--- config.mk ---
export PLATFORM = sky130hd
export DESIGN_NAME = vend_seq_fsm
export DESIGN_NICKNAME = d
export VERILOG_FILES = /design/src/rtl/vend_seq_fsm.sv
export SDC_FILE = /design/constraint.sdc
export NUM_CORES = 1
export LEC_CHECK = 0
export CORE_MARGIN = 2
export CORE_UTILIZATION = 52
export CTS_BUF_LIST = sky130_fd_sc_hd__clkbuf_8
export DETAILED_ROUTE_END_ITERATION = 12
export GPL_TIMING_DRIVEN = 0
export PLACE_DENSITY = 0.82
export SKIP_CTS_REPAIR_TIMING = 1
export SLEW_MARGIN = 20
export SYNTH_ARGS = -nofsm -noshare
export SYNTH_HDL_FRONTEND = slang
export SYNTH_SLANG_ARGS = --single-unit
--- constraint.sdc ---
create_clock -name clk -period 3.43 [get_ports clk]
set_input_delay 0.686 -clock clk [delete_from_list [all_inputs] [get_ports clk]]
set_output_delay 0.686 -clock clk [all_outputs]
set_load 0.05 [all_outputs]
--- src/rtl/vend_seq_fsm.sv ---
// Vending-transaction sequencer: collects coins against PRICE, runs the dispense
// handshake, then the change handshake. State is exported in binary and one-hot.
module vend_seq_fsm #(
    parameter int PRICE    = 30,
    parameter int CREDIT_W = 6
) (
    input  logic                clk,
    input  logic                rst,
    input  logic                coin_valid,
    input  logic [1:0]          coin_type,
    input  logic                cancel,
    input  logic                dispense_ack,
    input  logic                change_ack,
    output logic                dispense_req,
    output logic                change_valid,
    output logic [CREDIT_W-1:0] change_amt,
    output logic [CREDIT_W-1:0] credit,
    output logic                coin_reject,
    output logic [1:0]          state_binary,
    output logic [3:0]          state_onehot
);

    // Handshakes: dispense_req/change_valid are held for the whole of their state;
    // the first cycle the matching ack is sampled high completes the transfer.
    typedef enum logic [1:0] {
        S_IDLE     = 2'd0,
        S_COLLECT  = 2'd1,
        S_DISPENSE = 2'd2,
        S_CHANGE   = 2'd3
    } state_t;

    localparam logic [CREDIT_W-1:0] PRICE_C = CREDIT_W'(PRICE);

    state_t                state_q, state_d;
    logic [CREDIT_W-1:0]   credit_q, credit_d;
    logic [CREDIT_W-1:0]   change_q, change_d;
    logic                  reject_q, reject_d;
    logic [CREDIT_W-1:0]   coin_val;
    logic                  good_coin;
    logic [CREDIT_W-1:0]   credit_sum;
    logic [CREDIT_W-1:0]   overpay;

    always_comb begin
        coin_val = '0;
        case (coin_type)
            2'b00:   coin_val = CREDIT_W'(5);
            2'b01:   coin_val = CREDIT_W'(10);
            2'b10:   coin_val = CREDIT_W'(25);
            default: coin_val = '0;
        endcase
    end

    assign good_coin  = coin_valid && (coin_type != 2'b11);
    assign credit_sum = credit_q + coin_val;
    assign overpay    = credit_q - PRICE_C;

    always_comb begin
        state_d  = state_q;
        credit_d = credit_q;
        change_d = change_q;
        reject_d = 1'b0;
        case (state_q)
            S_IDLE: begin
                if (good_coin) begin
                    credit_d = coin_val;
                    state_d  = (coin_val >= PRICE_C) ? S_DISPENSE : S_COLLECT;
                end else begin
                    reject_d = coin_valid;
                end
            end
            S_COLLECT: begin
                // cancel takes priority: any coin in the same cycle is bounced
                if (cancel) begin
                    change_d = credit_q;
                    credit_d = '0;
                    reject_d = coin_valid;
                    state_d  = S_CHANGE;
                end else if (good_coin) begin
                    credit_d = credit_sum;
                    if (credit_sum >= PRICE_C) state_d = S_DISPENSE;
                end else begin
                    reject_d = coin_valid;
                end
            end
            S_DISPENSE: begin
                reject_d = coin_valid;
                if (dispense_ack) begin
                    credit_d = '0;
                    if (overpay != '0) begin
                        change_d = overpay;
                        state_d  = S_CHANGE;
                    end else begin
                        state_d  = S_IDLE;
                    end
                end
            end
            S_CHANGE: begin
                reject_d = coin_valid;
                if (change_ack) begin
                    change_d = '0;
                    state_d  = S_IDLE;
                end
            end
            default: state_d = S_IDLE;
        endcase
    end

    always_ff @(posedge clk) begin
        if (rst) begin
            state_q  <= S_IDLE;
            credit_q <= '0;
            change_q <= '0;
            reject_q <= 1'b0;
        end else begin
            state_q  <= state_d;
            credit_q <= credit_d;
            change_q <= change_d;
            reject_q <= reject_d;
        end
    end

    assign dispense_req = (state_q == S_DISPENSE);
    assign change_valid = (state_q == S_CHANGE);
    assign change_amt   = change_q;
    assign credit       = credit_q;
    assign coin_reject  = reject_q;
    assign state_binary = state_q;
    assign state_onehot = 4'b0001 << state_q;

endmodule

==> results of run 1 <==
-- worst max-delay path, cell delays in order --
cell and delay, ns:
dlymetal6s2s_1 0.18, inv_1 0.12, ha_2 0.23, nor2_1 0.07, nor2_1 0.09, ha_1 0.20, inv_1 0.07, fa_1 0.39
nand2b_1 0.16, a21oi_1 0.17, xor2_1 0.10, a31o_2 0.26, o21ai_1 0.17, mux2_2 0.35
-- synth_stat cells, types with 2 or more instances --
| cell | count |
|---|---|
| a211oi_1 | 7 |
| a21oi_1 | 9 |
| a311oi_1 | 2 |
| buf_4 | 2 |
| clkbuf_1 | 4 |
| dfxtp_1 | 15 |
| ha_1 | 17 |
| inv_1 | 11 |
| mux2i_1 | 2 |
| nand2_1 | 2 |
| nand2b_1 | 4 |
| nand3_1 | 3 |
| nor2_1 | 28 |
| nor2b_1 | 8 |
| nor3_1 | 4 |
| nor3b_1 | 4 |
| o21ai_0 | 4 |
| xnor2_1 | 2 |
| xor2_1 | 4 |
-- sequential cells by signal, summed over array words and instances, names as in the netlist --
register and count:
coin_reject 1, credit 6, change_amt 6, state_binary 2
-- path summary, 6_finish.rpt --
| path | end | slack (ns) |
|---|---|---|
| max | state_binary[0] | 0.33 |
| min | change_amt[1] | 0.50 |
| max reg2reg | state_binary[0] | 0.98 |
| min reg2reg | change_amt[1] | 0.50 |
-- cell families after synthesis --
logic type / after synthesis / share of synthesized area, %
and+or+nand+nor: 61 / 24.1
buffers and inverters: 19 / 6.65
muxes: 4 / 3.51
xor gates and xnor gates: 6 / 3.99
DFF: 15 / 22.8
AOI/OAI and AO/OA: 37 / 21.3
adders and majority gates: 18 / 17.7
-- metal layers --
layer | track usage [%] | wire [um]
met1 | 26.4 | 1400
met2 | 42.6 | 1660
met3 | 2.73 | 59
met4 | 10.0 | 53
met5 | 0 | 0
-- cell type report --
class	count	area (um2)	area share, %
clock inverters	1	5.00	0.296
clock buffers	3	41.3	2.44
repair buffers	28	285	16.9
flip-flops and latches	15	300	17.8
plain buffers	8	46.3	2.74
inverters	11	41.3	2.44
multi-input cells	126	932	55.2
well taps	30	37.5	2.22
-- where the power goes --
group	switching, mW	internal (mW)
Sequential	0.0636	0.229
Combinational	0.668	0.392
Clock	0.0687	0.0807
==> impl_results.md, run 1 <==
* Hold depth at 2
* WL/cell at ~14 um
* Worst Setup SP: coin_type[1]
* H-tree lvl count at 1
* Maximum clock path buffer count at 2
* Die H at between 50 and 60 um
* Hold Crit Start: change_amt[1]
* Layout area overhead at 28.2%
* Share of Yosys cell area claimed by the top area cell type at between 20% and 30%
* Setup CP Type: in2reg
* CTS sink cnt at 15
* Final setup violation count at 0
* Maximum VDD drop at just over 0.5 mV
* Detail Placement HPWL at roughly 2500 um
* Slew Limit Fails at 0
* Most frequent cells in the layout: 28 x nor2_1, 26 x clkdlybuf4s50_1, 16 x ha_1, 15 x dfxtp_1, 10 x inv_1
* Core Util, Final at roughly 70%
* CTS tree: done
* Die Wd at 54.3 um
* First-pass GRT wire length at just under 5000 um
* Detailed-route vias per instance at 5.56
* Startpoint Class: primary input
* Main area contributors after synthesis: dfxtp_1 23%, ha_1 16%, nor2_1 8.0%, a211oi_1 4.0%, nor2b_1 3.8%
* Core Area at approximately 2400 um2
* Root buffer cell: clkbuf_8
* Gr ovfl total at 0
* Crit Path Max Fanout at 5
* Num CTS Buffers at 3
* Vias in the first global route at between 1k and 1.5k
* DRC at 0
* Outcome: finished clean
* Largest net degree at the start of global routing at 11
* Final wirelength at about 3200 um
* Fin Hold WS at between 0.5 and 0.6 ns
* Post-synth top flop: dfxtp_1
* Total GRT Usage at approximately 23%
* Power per Cell Area at 889 nW/um2
* Synth area leader: dfxtp_1
* Clk slew on worst S/H paths at around 0.070 ns
* Design area at 1690 um2
* Worst-skew pair later-pin latency at between 0.2 and 0.3 ns
* Worst Max-Slew Pin Slew at about 0.52 ns
* Setup tns final at 0 ns
* Commonest non-fill, non-tap cell in the layout: nor2_1
* EDFF count, synth at 0
* Critical Path RT at roughly 3.6 ns
* Max cap viols at 0
* Final worst setup slack at between 0.3 and 0.4 ns
* GPL Wtd Cong at slightly above 0.8
* DP Area at about 1600 um2
* Num ports at 29
* Placed cell count at 218
* Post-Synthesis Net Count at ~190
* Synth Warn # at 0
* Ys async rst share at 0%
* Unrepaired setup endpoints after global routing: no
* Fillers at 202
* Minimum clock period at a little over 3 ns
* Cell count after synthesis at 160
* FP Rows at 18
* Hold Crit Class: reg2reg
* ANT cells at 0
* DR vias at around 1.2k
* Initial antenna violation count at 0
* Yosys reg bits at 15
* DRT Pass-1 Iters at 4
* First DRT Iteration DRCs at 10
* Final Hold Viols at 0
* Mapped cell area at between 1000 and 1500 um2
* Tot Pwr at between 1.5 and 2 mW
* Nets at 219
* CP endpoint kind: flip-flop
* Slew Limit Headroom at approximately two thirds
* Layout cell share with drive strength beyond 1 at 10.9%
* Clock skew at roughly 0.0027 ns
* Die Area at around 3000 um2
* Sequential fraction of the synthesis area at 22.8%
* Post-route ant nets at 0
* Syn_area_per_cell at 8.23 um2
* Fin crit share at 90.4%
* Fmax at between 300 and 400 MHz
* CP arrival at ~3.3 ns
* Worst r2r path cells at 9
* Pre-CTS setup slack at -0.405 ns
* Leakage at around 0.67 nW
* Synth cell types at 47
* Reg-to-Reg Start: credit[0]
* Buffers on Ports at 28
* Initial core utilization at between 50% and 60%
* Final cell count without fillers at roughly 220
Power figures use the tool's default switching activity.
==> inputs of run 2 (changes only) <==
--- a/config.mk
+++ b/config.mk
@@ -9,7 +9,6 @@
 export CORE_UTILIZATION = 52
 export CTS_BUF_LIST = sky130_fd_sc_hd__clkbuf_8
 export DETAILED_ROUTE_END_ITERATION = 12
-export GPL_TIMING_DRIVEN = 0
 export PLACE_DENSITY = 0.82
 export SKIP_CTS_REPAIR_TIMING = 1
 export SLEW_MARGIN = 20
==> run 2 against run 1 <==
- clock skew grew 0.0021 ns
- critical path depth is the same
- highest routed layer unchanged
- global-route usage grew 0.51 points
- utilization grew 0.21 points
- worst setup slack lost 0.095 ns
- sequential share of layout area shrank 0.052 points
- hold slack lost 0.0020 ns
==> impl_results.md, run 2 (synthesized netlist as in run 1, its figures left out) <==
* Outcome: finished clean
* Hold Crit Class: reg2reg
* Largest net degree at the start of global routing at 18 (+7)
* Setup tns final at 0 ns (unchanged)
* DRT Pass-1 Iters at 4 (unchanged)
* Detailed-route vias per instance at 5.64 (+1.3%)
* GR Util met3 at 2.46% (-0.27 points)
* Fin crit share at 93.2% (+2.8 points)
* Maximum clock path buffer count at 2 (unchanged)
* Initial core utilization at 54.2% (unchanged)
* Slew Limit Headroom at 46.6% (-19 points)
* Num CTS Buffers at 3 (unchanged)
* DR vias at 1246 (+0.89%)
* CP endpoint kind: flip-flop
* Final Hold Viols at 0 (unchanged)
* Vias in the first global route at 1143 (+3.8%)
* Power per Cell Area at 870 nW/um2 (-2.2%)
* Total GRT Usage at 23.6% (+0.51 points)
* Worst-path cell chain: clkdlybuf4s50_1, inv_1, ha_1, nor2_1, nor2_1, ha_1, inv_1, fa_1, nand2b_1, a21oi_1, xor2_1, a31o_2, o21ai_2, mux2_2
* First DRT Iteration DRCs at 19 (+9)
* Critical path's top delay family: adder cells
* CP arrival at 3.34 ns (+0.09 ns)
* Most frequent cells in the layout: 28 x nor2_1, 28 x clkdlybuf4s50_1, 17 x ha_1, 15 x dfxtp_1, 11 x inv_1
* CTS sink cnt at 15 (unchanged)
* Final wirelength at 3090 um (-2.5%)
* Fin Hold WS at 0.498 ns (-0.00196 ns)
* DRC at 0 (unchanged)
* Core Area at 2430 um2 (unchanged)
* Layout area overhead at 28.6%
* CTS tree: done
* Unrepaired setup endpoints after global routing: no
* GR Util met2 at 43.2% (+0.60 points)
* Final setup violation count at 0 (unchanged)
* ANT cells at 0 (unchanged)
* Startpoint Class: primary input
* Buffers on Ports at 28 (unchanged)
* Worst Max-Slew Pin Slew at 0.797 ns (+0.281 ns)
* Setup CP Type: in2reg
* Clk slew on worst S/H paths at 0.07 ns (about the same)
* Fmax at 313 MHz (-3.0%)
* Leakage at 0.656 nW (-1.4%)
* Slew Limit Fails at 0 (unchanged)
* CP Buf/Inv Count at 3 (unchanged)
* CP max stage delay at 0.44 ns (+0.05 ns)
* Die Wd at 54.3 um (unchanged)
* Root buffer cell: clkbuf_8
* Minimum clock period at 3.20 ns (+0.0946 ns)
* Placed cell count at 217 (-0.46%)
* Core Util, Final at 69.7% (+0.21 points)
* Worst-skew pair later-pin latency at 0.26 ns (about the same)
* Die Area at 2950 um2 (unchanged)
* Slowest CP cell: clkdlybuf4s50_1
* GPL Wtd Cong at 0.932 (+12%)
* Layer with the highest usage: met2
* Crit Path Max Fanout at 3 (-2)
* Post-route ant nets at 0 (unchanged)
* Final cell count without fillers at 221 (-0.45%)
* First-pass GRT wire length at 5030 um (+2.5%)
* Met1 Usage GRT at 26.4% (unchanged)
* Die H at 54.3 um (unchanged)
* Initial antenna violation count at 0 (unchanged)
* Layout cell share with drive strength beyond 1 at 12.0% (+1.1 points)
* Gr ovfl total at 0 (unchanged)
* Critical Path RT at 3.58 ns (about the same)
* WL/cell at 14.0 um (-2.0%)
* Max cap viols at 0 (unchanged)
* FP Rows at 18 (unchanged)
* Num ports at 29 (unchanged)
* Detail Placement HPWL at 2430 um (-1.8%)
* H-tree lvl count at 1 (unchanged)
* Nets at 218 (-0.46%)
* Maximum VDD drop at 0.568 mV (+12%)
* FF-to-FF setup slack at 1.04 ns (+0.06 ns)
* Clock skew at 0.00475 ns (+0.00208 ns)
## run 2: layout make-up
cell class                      instances  area (um2)
Clock inverter                          1        7.51
Sequential cell                        15         300
Tap cell                               30        37.5
Fill cell                             205         738
Multi-Input combinational cell        126         933
Clock buffer                            3        41.3
Timing Repair Buffer                   35         333
Inverter                               11        41.3
## run 2: worst register-to-register path, delay by kind of cell, from the launching register on
| kind | cells | cell delay [ns] |
|---|---|---|
| buffers and inverters | 1 | 0.14 |
| AOI/OAI and AO/OA | 3 | 0.56 |
| DFF | 1 | 0.52 |
| xor gates and xnor gates | 1 | 0.10 |
| and+or+nand+nor | 1 | 0.15 |
| muxes | 1 | 0.35 |
| adders and majority gates | 1 | 0.45 |
## run 2: power by group
| part | internal, mW | total, mW | switching (mW) |
|---|---|---|---|
| Sequential | 0.229 | 0.291 | 0.0622 |
| Combinational | 0.370 | 1.03 | 0.657 |
| Clock | 0.0820 | 0.155 | 0.0734 |
| Total | 0.681 | 1.47 | 0.792 |
## run 2: final timing paths
check                     to  cells after the start     startpoint
max reg2reg  state_binary[0]                      8      credit[1]
min reg2reg    change_amt[1]                      2  change_amt[1]
max          state_binary[0]                     14   coin_type[0]
min            change_amt[1]                      2  change_amt[1]
## run 2: per-layer routing
metal	routed length, um	vias up
met4	99	0
li1	-	619
met2	1590	26
met3	88	9
met5	0	-
met1	1310	592
## run 2: stage by stage
stage / power [mW] / cell area, um2 / setup WS (ns)
finish: 1.47 / 1690 / 0.234
global route: 1.58 / 1690 / 0.0398
CTS: 1.47 / 1690 / 0.131
detailed placement: 1.31 / 1640 / -0.146
global placement: 1.28 / 1640 / 0.00260
floorplan: 1.08 / 1320 / 0.454
==> RTL change (settings of run 1) <==
Set the parameter `CREDIT_W` to 4 (it was 6).
--- a/src/rtl/vend_seq_fsm.sv
+++ b/src/rtl/vend_seq_fsm.sv
@@ -2,7 +2,7 @@
 // handshake, then the change handshake. State is exported in binary and one-hot.
 module vend_seq_fsm #(
     parameter int PRICE    = 30,
-    parameter int CREDIT_W = 6
+    parameter int CREDIT_W = 4
 ) (
     input  logic                clk,
     input  logic                rst,
Interface: changed (resized change_amt and credit); port bits go from 29 to 25. No check against the original RTL was run, so the function may have changed too.
==> RTL change against run 1 <==
  * Area after synthesis is 25% lower
  * Fmax down 6.0%
  * Clock skew up 0.0018 ns
  * Sequential cell count down 4
  * Via count down 23%
  * Routed wire length shrank 29%
  * First-iteration DRC count up 120%
  * Critical path depth is 5 lower
  * Design area down 23%
  * Worst setup slack got worse by 0.20 ns
  * Critical path type unchanged
Power is left out: the tool's default activity adds up to more than one toggle a clock period on the data nets, which glitch-free logic cannot reach.
==> RTL change: results (changes against run 1) <==
status=finished clean (unchanged); input/output buffers=24 (was 28); final net count=163 (was 219); RR Endpoint=state_binary[0]$_SDFFE_PP0P_ (unchanged); Die Wd=47.7 um (was 54.3 um); WHS Endpoint=change_amt[3]$_SDFFE_PP0P_ (was change_amt[1]$_SDFFE_PP0P_); crit-path max FO=5 (unchanged); cts bufs inserted=3 (unchanged); DP Worst Slack=-0.0756 ns (was -0.405 ns); vias in the first global route=800 (was 1101); CTS H-Tree Depth=1 (unchanged); skew final=0.00448 ns (was 0.00267 ns); Critical Path AT=3.46 ns (was 3.25 ns); Reg clk slew, reported paths=0.05 ns (was 0.07 ns); Crit path max-delay family=adder cells (unchanged); all-layer global routing usage=0.220 (was 0.231); Hold Startpoint=change_amt[3]$_SDFFE_PP0P_ (was change_amt[1]$_SDFFE_PP0P_); Root Buffer=clkbuf_8 (unchanged); Post-synth top flop=dfxtp_1 (unchanged); GP Congestion=0.805 (was 0.829); Clock Latency Late Sink=0.23 ns (was 0.26 ns); net count after synthesis=134 (was 186); Hold WC Path Type=register to register (unchanged); synthesis warning total=0 (unchanged); Max stage delay on crit path=0.61 ns (was 0.39 ns); R2R Setup Slk=0.88 ns (was 0.98 ns); FF-to-FF path depth=7 (was 9); ant diodes=0 (unchanged); placed inst area=0.00126 mm2 (was 0.00164 mm2); hold slack final=0.492 ns (was 0.500 ns); global-route wire length before repair=3500 um (was 4910 um); dpl hpwl=1770 um (was 2470 um); Commonest cells post-synth=ha_1, nor2_1, dfxtp_1, inv_1 (was nor2_1, ha_1, dfxtp_1, inv_1, a21oi_1); Total Wirelength=2240 um (was 3170 um); layout cells sized above 1=0.0929 (was 0.109); sequential share of the synthesized area=0.222 (was 0.228); Longest Clk Path Bufs=2 (unchanged); crit path max-delay cell type=fa_1 (unchanged); Pre-antenna DRT Iters=5 (was 4); top cells by area, synth=dfxtp_1, ha_1, nor2_1, a311oi_1, nand2b_1 (was dfxtp_1, ha_1, nor2_1, a211oi_1, nor2b_1); Synth cell types=45 (was 47); Fillers=141 (was 202); Iteration-0 DRC Markers=22 (was 10); vias per inst=5.76 (was 5.56); largest net degree at the start of global routing=11 (unchanged); Max transition margin=0.651 (was 0.655)
[RTL change: changes by cell type after synthesis, moves of 4 or more]
cell             run 1  this run
nor2_1              28        13
a21oi_1              9         3
a211oi_1             7         3
nor2b_1              8         1
dfxtp_1             15        11
ha_1                17        13
inv_1               11         7
[RTL change: kinds of logic after synthesis]
| group | share of synthesized area |
|---|---|
| AOI/OAI and AO/OA | 0.242 |
| xor gates and xnor gates | 0.0353 |
| adders and majority gates | 0.184 |
| buffers and inverters | 0.0794 |
| DFF | 0.222 |
| muxes | 0.0315 |
| and+or+nand+nor | 0.206 |
[RTL change: per-layer routing]
metal / share of wire / vias up / track usage
met3: 0.055 / 4 / 0.0264
met5: 0 / - / 0
met4: 0.021 / 0 / 0.114
met2: 0.49 / 40 / 0.368
met1: 0.43 / 440 / 0.276
li1: - / 467 / -
[RTL change: area by class of cell]
type                       count  area (um2)  area share
buffer                         8        52.6      0.0402
sequential                    11         220       0.168
tap                           25        31.3      0.0239
inverter                       7        26.3      0.0201
multi-input combinational     86         693       0.530
timing repair buffer          24         240       0.184
clock buffer                   3        41.3      0.0315
clock inverter                 1        3.75     0.00287
[RTL change: worst register-to-register path: stages, from the launching register on]
cell and delay [ns]:
dfxtp_1 0.36, ha_1 0.24, fa_1 0.57, or3b_1 0.37
a221o_1 0.30, o2111a_2 0.19, or3_1 0.31, a21oi_1 0.13
[RTL change: how the worst max path moves through the flow]
stage | start | endpoint | slack (ns)
5_1_grt | coin_type[1] | state_binary[1]$_SDFFE_PP0P_ | 0.03
3_5_place_dp | coin_type[1] | state_binary[0]$_SDFFE_PP0P_ | -0.08
3_3_place_gp | coin_type[1] | state_binary[0]$_SDFFE_PP0P_ | 0.004
2_1_floorplan | coin_type[1] | state_binary[0]$_SDFFE_PP0P_ | 0.64
4_1_cts | coin_type[1] | state_binary[0]$_SDFFE_PP0P_ | 0.16
6_report | coin_type[1] | state_binary[0]$_SDFFE_PP0P_ | 0.13
[RTL change: metrics by stage]
stage,cells,TNS (ns)
final,165,0
after global routing,165,0
after CTS,165,0
after detailed placement,161,-0.129
after global placement,161,0
after floorplan,112,0
